## src/rtl/ppm16_rx_ctrl.sv

```systemverilog
// ppm16_rx_ctrl - receive sequencer for the 16-PPM demodulator.
// Arms the demodulator, steps the correlation threshold down while the
// demodulator scans without finding a preamble, then packs received 4-bit
// symbols into bytes for the RX FIFO and flags the end of each packet.
// Optional feature: define PPM16_RX_CTRL_PKTCNT_EN to add a 16-bit packet
// counter whose low byte is written as the first FIFO byte of every packet.

module ppm16_rx_ctrl #(
    parameter int CHIP_BITS = 1,
    parameter int TIMEOUT_W = 16
) (
    input  logic                 clk,
    input  logic                 resetn,
    input  logic                 enable,
    input  logic [CHIP_BITS-1:0] thresh_init,
    input  logic [CHIP_BITS-1:0] thresh_min,
    input  logic [TIMEOUT_W-1:0] scan_timeout,
    input  logic [2:0]           demod_state,
    input  logic                 demod_packet_detected,
    input  logic                 demod_dout_valid,
    input  logic [3:0]           demod_dout,
    output logic                 demod_rx_start,
    output logic                 demod_clr_n,
    output logic [CHIP_BITS-1:0] demod_corr_threshold,
    output logic [7:0]           fifo_wdata,
    output logic                 fifo_wvalid,
    input  logic                 fifo_full,
    output logic                 pkt_done,
    output logic [7:0]           overflow_count,
    output logic [2:0]           ctrl_state
`ifdef PPM16_RX_CTRL_PKTCNT_EN
    ,
    output logic [15:0]          pkt_count
`endif
);

    typedef enum logic [2:0] {
        S_IDLE    = 3'b000,
        S_ARM     = 3'b001,
        S_SEARCH  = 3'b010,
        S_RECEIVE = 3'b011,
        S_DONE    = 3'b100
    } state_t;

    localparam logic [2:0] DEMOD_IDLE = 3'b000;
    localparam logic [2:0] DEMOD_SCAN = 3'b001;

    state_t                 r_state;
    state_t                 w_nextState;

    logic [CHIP_BITS-1:0]   r_thr;
    logic [CHIP_BITS-1:0]   w_nextThr;
    logic [CHIP_BITS-1:0]   w_thrStep;
    logic [TIMEOUT_W-1:0]   r_cnt;
    logic [TIMEOUT_W-1:0]   w_nextCnt;
    logic [TIMEOUT_W-1:0]   w_cntInc;
    logic                   w_timeoutHit;

    logic                   r_phase;
    logic                   w_nextPhase;
    logic [3:0]             r_hiNib;
    logic [3:0]             w_nextHiNib;

    logic [7:0]             r_wdata;
    logic [7:0]             w_nextWdata;
    logic                   r_wvalid;
    logic                   w_nextWvalid;
    logic                   w_writeReq;
    logic [7:0]             w_writeByte;
    logic [7:0]             r_ovf;
    logic [7:0]             w_nextOvf;

    logic                   r_rxStart;
    logic                   w_nextRxStart;
    logic                   r_clrN;
    logic                   w_nextClrN;
    logic                   r_pktDone;
    logic                   w_nextPktDone;

`ifdef PPM16_RX_CTRL_PKTCNT_EN
    logic [15:0]            r_pktCnt;
    logic [15:0]            w_nextPktCnt;
    logic                   r_hdrPend;
    logic                   w_nextHdrPend;
`endif

    // The scan counter advances by one; a step fires on the cycle it would
    // reach scan_timeout, so the threshold moves every scan_timeout cycles.
    assign w_cntInc     = r_cnt + TIMEOUT_W'(1);
    assign w_timeoutHit = (scan_timeout != '0) && (w_cntInc == scan_timeout);
    assign w_thrStep    = (r_thr > thresh_min) ? (r_thr - CHIP_BITS'(1)) : thresh_init;

    // State register of the sequencer.
    always_ff @(posedge clk or negedge resetn) begin
        if (!resetn) begin
            r_state <= S_IDLE;
        end else begin
            r_state <= w_nextState;
        end
    end

    // Next-state logic plus the next value of every registered output.
    always_comb begin
        w_nextState   = r_state;
        w_nextThr     = r_thr;
        w_nextCnt     = r_cnt;
        w_nextPhase   = r_phase;
        w_nextHiNib   = r_hiNib;
        w_nextWdata   = r_wdata;
        w_nextWvalid  = 1'b0;
        w_nextOvf     = r_ovf;
        w_nextRxStart = 1'b0;
        w_nextClrN    = 1'b1;
        w_nextPktDone = 1'b0;
        w_writeReq    = 1'b0;
        w_writeByte   = r_wdata;
`ifdef PPM16_RX_CTRL_PKTCNT_EN
        w_nextPktCnt  = r_pktCnt;
        w_nextHdrPend = r_hdrPend;
`endif

        case (r_state)
            S_IDLE: begin
                if (enable) begin
                    w_nextState = S_ARM;
                end
            end

            S_ARM: begin
                w_nextThr     = thresh_init;
                w_nextCnt     = '0;
                w_nextRxStart = 1'b1;
                w_nextState   = S_SEARCH;
            end

            S_SEARCH: begin
                if (demod_state == DEMOD_SCAN) begin
                    if (w_timeoutHit) begin
                        w_nextThr = w_thrStep;
                        w_nextCnt = '0;
                    end else begin
                        w_nextCnt = w_cntInc;
                    end
                end else begin
                    w_nextCnt = '0;
                end

                if (demod_packet_detected) begin
                    w_nextState = S_RECEIVE;
                    w_nextPhase = 1'b0;
`ifdef PPM16_RX_CTRL_PKTCNT_EN
                    w_nextHdrPend = 1'b1;
`endif
                end else if (!enable) begin
                    w_nextClrN  = 1'b0;
                    w_nextState = S_IDLE;
                end
            end

            S_RECEIVE: begin
`ifdef PPM16_RX_CTRL_PKTCNT_EN
                if (r_hdrPend) begin
                    w_writeReq    = 1'b1;
                    w_writeByte   = r_pktCnt[7:0];
                    w_nextHdrPend = 1'b0;
                end
`endif
                if (demod_dout_valid) begin
                    if (!r_phase) begin
                        w_nextHiNib = demod_dout;
                        w_nextPhase = 1'b1;
                    end else begin
                        w_writeReq  = 1'b1;
                        w_writeByte = {r_hiNib, demod_dout};
                        w_nextPhase = 1'b0;
                    end
                end
                if (demod_state == DEMOD_IDLE) begin
                    w_nextState = S_DONE;
                end
            end

            S_DONE: begin
                if (r_phase) begin
                    w_writeReq  = 1'b1;
                    w_writeByte = {r_hiNib, 4'h0};
                    w_nextPhase = 1'b0;
                end
                w_nextPktDone = 1'b1;
`ifdef PPM16_RX_CTRL_PKTCNT_EN
                w_nextPktCnt  = r_pktCnt + 16'd1;
`endif
                w_nextState   = enable ? S_ARM : S_IDLE;
            end

            default: begin
                w_nextState = S_IDLE;
            end
        endcase

        if (w_writeReq) begin
            if (fifo_full) begin
                if (r_ovf != 8'hFF) begin
                    w_nextOvf = r_ovf + 8'd1;
                end
            end else begin
                w_nextWvalid = 1'b1;
                w_nextWdata  = w_writeByte;
            end
        end
    end

    // Datapath and output registers; reset also discards any held nibble.
    always_ff @(posedge clk or negedge resetn) begin
        if (!resetn) begin
            r_thr     <= '0;
            r_cnt     <= '0;
            r_phase   <= 1'b0;
            r_hiNib   <= 4'h0;
            r_wdata   <= 8'h00;
            r_wvalid  <= 1'b0;
            r_ovf     <= 8'h00;
            r_rxStart <= 1'b0;
            r_clrN    <= 1'b1;
            r_pktDone <= 1'b0;
        end else begin
            r_thr     <= w_nextThr;
            r_cnt     <= w_nextCnt;
            r_phase   <= w_nextPhase;
            r_hiNib   <= w_nextHiNib;
            r_wdata   <= w_nextWdata;
            r_wvalid  <= w_nextWvalid;
            r_ovf     <= w_nextOvf;
            r_rxStart <= w_nextRxStart;
            r_clrN    <= w_nextClrN;
            r_pktDone <= w_nextPktDone;
        end
    end

`ifdef PPM16_RX_CTRL_PKTCNT_EN
    // Packet counter and the pending packet-number header byte.
    always_ff @(posedge clk or negedge resetn) begin
        if (!resetn) begin
            r_pktCnt  <= 16'h0000;
            r_hdrPend <= 1'b0;
        end else begin
            r_pktCnt  <= w_nextPktCnt;
            r_hdrPend <= w_nextHdrPend;
        end
    end

    assign pkt_count = r_pktCnt;
`endif

    assign demod_rx_start       = r_rxStart;
    assign demod_clr_n          = r_clrN;
    assign demod_corr_threshold = r_thr;
    assign fifo_wdata           = r_wdata;
    assign fifo_wvalid          = r_wvalid;
    assign pkt_done             = r_pktDone;
    assign overflow_count       = r_ovf;
    assign ctrl_state           = r_state;

endmodule
```

## config.mk

```make
export PLATFORM = sky130hd
export DESIGN_NAME = ppm16_rx_ctrl
export DESIGN_NICKNAME = d
export VERILOG_FILES = /design/src/rtl/ppm16_rx_ctrl.sv
export SDC_FILE = /design/constraint.sdc
export NUM_CORES = 1
export LEC_CHECK = 0
export ABC_AREA = 1
export CAP_MARGIN = 20
export CELL_PAD_IN_SITES_DETAIL_PLACEMENT = 1
export CELL_PAD_IN_SITES_GLOBAL_PLACEMENT = 2
export CORE_ASPECT_RATIO = 0.5
export CORE_MARGIN = 3
export CORE_UTILIZATION = 27
export CTS_CLUSTER_SIZE = 12
export DETAILED_ROUTE_END_ITERATION = 12
export PLACE_DENSITY_LB_ADDON = 0.1
export SLEW_MARGIN = 20
export SYNTH_ARGS = -nofsm -noshare
export SYNTH_HDL_FRONTEND = slang
export SYNTH_SLANG_ARGS = --single-unit
```

## constraint.sdc

```tcl
create_clock -name clk -period 2.4 [get_ports clk]
set_clock_uncertainty 0.2 [all_clocks]
set_input_delay 0.6 -clock clk [delete_from_list [all_inputs] [get_ports clk]]
set_output_delay 0.6 -clock clk [all_outputs]
set_load 0.02 [all_outputs]
```

==> flow_summary.yaml <==
clock_network:
  clock_tree.root_cell: "clkbuf_16"
  hold_buffers: 0
  h-tree-depth: 2
  clock_path_buffers: 2
  cts-buffers-inserted: 5
  clk_transition_reported_paths_ns: 0.08
  cts.sinks: 45
  cts_tree: "yes"
  clk_latency_ns: 0.30
worst_setup_path:
  reg2reg_from: "r_cnt[0]"
  worstPathMaxFanout: 5
  regToRegSetupSlack_ns: 0.05
  worstPathRequired_ns: 2.39
  crit_path_frequent_cell: "nand2_1"
  cp-start-kind: "register"
  slowest_stage: "dfrtp_1"
  critPathCaptureType: "register"
  arrival_ns: 2.34
  critical_path.top_delay_family: "simple AND/OR/NAND/NOR gates"
  path_cells: "buf_4 -> inv_1 -> nor2_4 -> buf_12 -> nand4_1 -> nand2_1 -> nand2_1 -> nand2_1 -> nand2_2 -> nor2_4 -> nand3_4 -> clkbuf_16 -> nand2_4 -> o21ai_2"
  critPathMaxStageDelay_ns: 0.39
  path_class: "register to register"
  crit_buf_inv: 4
  cp-startpoint: "r_cnt[0]"
final_layout:
  multi_input_area_um2: 1560
  register_area_um2: 1130
  final_nets: 533
  areaGrowthSynthToFinish_pct: 53.7
  layout-drive-gt1-share_pct: 23.4
  n_antenna_cell: 0
  fill_cells: 1177
logic_synthesis:
  async_flop_share_pct: 100
  yosysMostFrequentCell: "nand2_1"
  yosysWarnings: 0
  syn_avg_cell_area_um2: 6.99
  postSynthCellCount: 393
  yosys-top-cells-count: "nand2_1, inv_1, dfrtp_1, nand3_1, nor2_1"
  syn_area_um2: 2750
  ys_ff_latch: 45
  yosys-top-cells-area: "dfrtp_1, nand2_1, inv_1, nand3_1, nor2_1"
  synth_top_cell_by_area: "dfrtp_1"
  yosysUniqueCellTypes: 32
  ys.flop_type: "dfrtp_1"
  yosysTopAreaCellShare_pct: 40.1
  seq_area_frac_synth_pct: 41.0
  synth_nets: 426
  synth_edf_count: 0
power:
  max-vdd-ir-drop_mv: 0.412
  cellPowerDensity_nw_per_um2: 707
  p_leak_nw: 2.01
grt:
  grt_pass1_wl_um: 15200
  grt_pass1_vias: 3185
  grt_max_degree: 46
  gr-total-overflow: 0
  antenna_found_initial: 0
  grtUsageTotal_pct: 16.4
floorplan:
  coreArea_um2: 9670
  initial_core_util_pct: 28.4
  die-area_um2: 11500
  num_io_pins: 55
  die_h_um: 77.3
  die_x_um: 149
  num_rows: 25
timing:
  min_period_over_period_pct: 98.1
  maxSlewHeadroom_pct: 57.5
  hold_viol: 0
  finalCriticalPeriod_ns: 2.35
  setup_ws_ns: 0.0461
  worst_pin_slew_ns: 0.638
  report.final.setup_viol: 0
  slew_violations: 0
  tns_ns: 0
  fmaxAchievable_ghz: 0.425
  rsz0062_at_grt: "true"
placed_design:
  post-dp-hpwl_um: 6920
  gp_congestion: 0.804
  place_worst_setup_slack_ns: -0.223
  port_buffers: 54
outcome:
  status: "finished clean"
route:
  dr.pass1.iters: 4
  via_count: 2967
  post_drt_via_cell_ratio: 4.67
  wl_per_cell_um: 14.8
  drc: 0
  drt_wl_total_um: 9440
  ant_nets: 0
  drtIter0Drc: 119
run:
  drv_cap: 0
hold_path:
  hold_path.class: "input pin to asynchronous set/reset pin"
-- path summary, 6_finish.rpt --
kind                                  to  depth (start not counted)
setup / recovery                r_cnt[5]                         14
hold / removal                 r_cnt[12]                          2
setup reg to reg                r_cnt[5]                         14
hold reg to reg            fifo_wdata[7]                          2
max in group asynchronous       r_cnt[2]                          2
min in group clk           fifo_wdata[7]                          2
-- cells by family (layout without fill, tap and decap cells) --
family	Yosys count	after routing	share of synthesized area, %
XOR/XNOR	9	9	3.37
AO/OA/AOI/OAI	36	36	7.20
adder cells (fa/ha/maj)	2	2	0.911
AND/OR/NAND/NOR	233	233	37.6
flip-flops	45	45	41.0
buffers and inverters	67	175	9.47
multiplexers	1	1	0.410
-- stage by stage --
step	cells	hold WS, ns	power, mW	utilization [%]	cell area, um2
after global placement	615	0.254	2.16	38.3	3710
after CTS	626	0.226	2.97	40.4	3900
after global routing	636	0.241	3.18	43.7	4220
after detailed placement	615	0.258	2.19	38.3	3710
final	636	0.185	2.99	43.7	4220
after floorplan	393	0.104	1.60	-	2750
-- what timing repair did --
item	in CTS	in global routing
pin swaps	1	18
gates cloned	0	1
setup endpoints to repair	5	17
resized for setup	1	68
setup buffers	3	9
-- metal layers --
metal  vias to the layer above  routed length [um]  global-route usage [%]
met1                      1468                4490                    20.9
met4                         0                  54                    2.86
met5                         -                   0                       0
li1                       1457                   -                       -
met2                        35                4600                    28.6
met3                         7                 291                    3.97
-- state kept, by name, summed over array words and instances (netlist names) --
| register | cells |
|---|---|
| r_cnt | 16 |
| fifo_wdata | 8 |
| overflow_count | 8 |
| r_hiNib | 4 |
| ctrl_state | 3 |
| demod_clr_n | 1 |
| demod_corr_threshold | 1 |
| demod_rx_start | 1 |
| fifo_wvalid | 1 |
| pkt_done | 1 |
| r_phase | 1 |
-- cell usage in the layout (no fill, tap or decap), types with 5 or more instances in the layout --
| cell type | Yosys | layout |
|---|---|---|
| nand2_1 | 126 | 107 |
| clkbuf_16 | 0 | 6 |
| dfrtp_1 | 44 | 41 |
| o21ai_0 | 16 | 5 |
| buf_6 | 1 | 5 |
| nand3_1 | 44 | 33 |
| nand4_1 | 10 | 10 |
| clkdlybuf4s50_1 | 0 | 53 |
| nand2_4 | 1 | 6 |
| buf_4 | 0 | 42 |
| nand3_2 | 0 | 10 |
| nand2_2 | 1 | 15 |
| o21ai_2 | 0 | 7 |
| a21oi_1 | 8 | 8 |
| nor2_1 | 35 | 35 |
| inv_1 | 62 | 62 |
| o21ai_1 | 5 | 9 |
| nor2_4 | 3 | 8 |
-- power by group --
| group | switching (mW) | internal, mW | total [mW] | leakage (nW) |
|---|---|---|---|---|
| clock | 0.357 | 0.422 | 0.779 | 0.0775 |
| combinational | 0.666 | 0.494 | 1.16 | 1.35 |
| sequential | 0.117 | 0.928 | 1.05 | 0.588 |
| total | 1.14 | 1.84 | 2.99 | 2.01 |
-- area by class of cell --
cell class              instances  area share (%)
clock inverters                 2           0.415
clock buffers                   6            3.29
well taps                     135            4.00
repair buffers                104            23.0
multi-input cells             281            36.9
flip-flops and latches         45            26.8
inverters                      63            5.60
No activity file was read; power rests on OpenSTA's default activity.
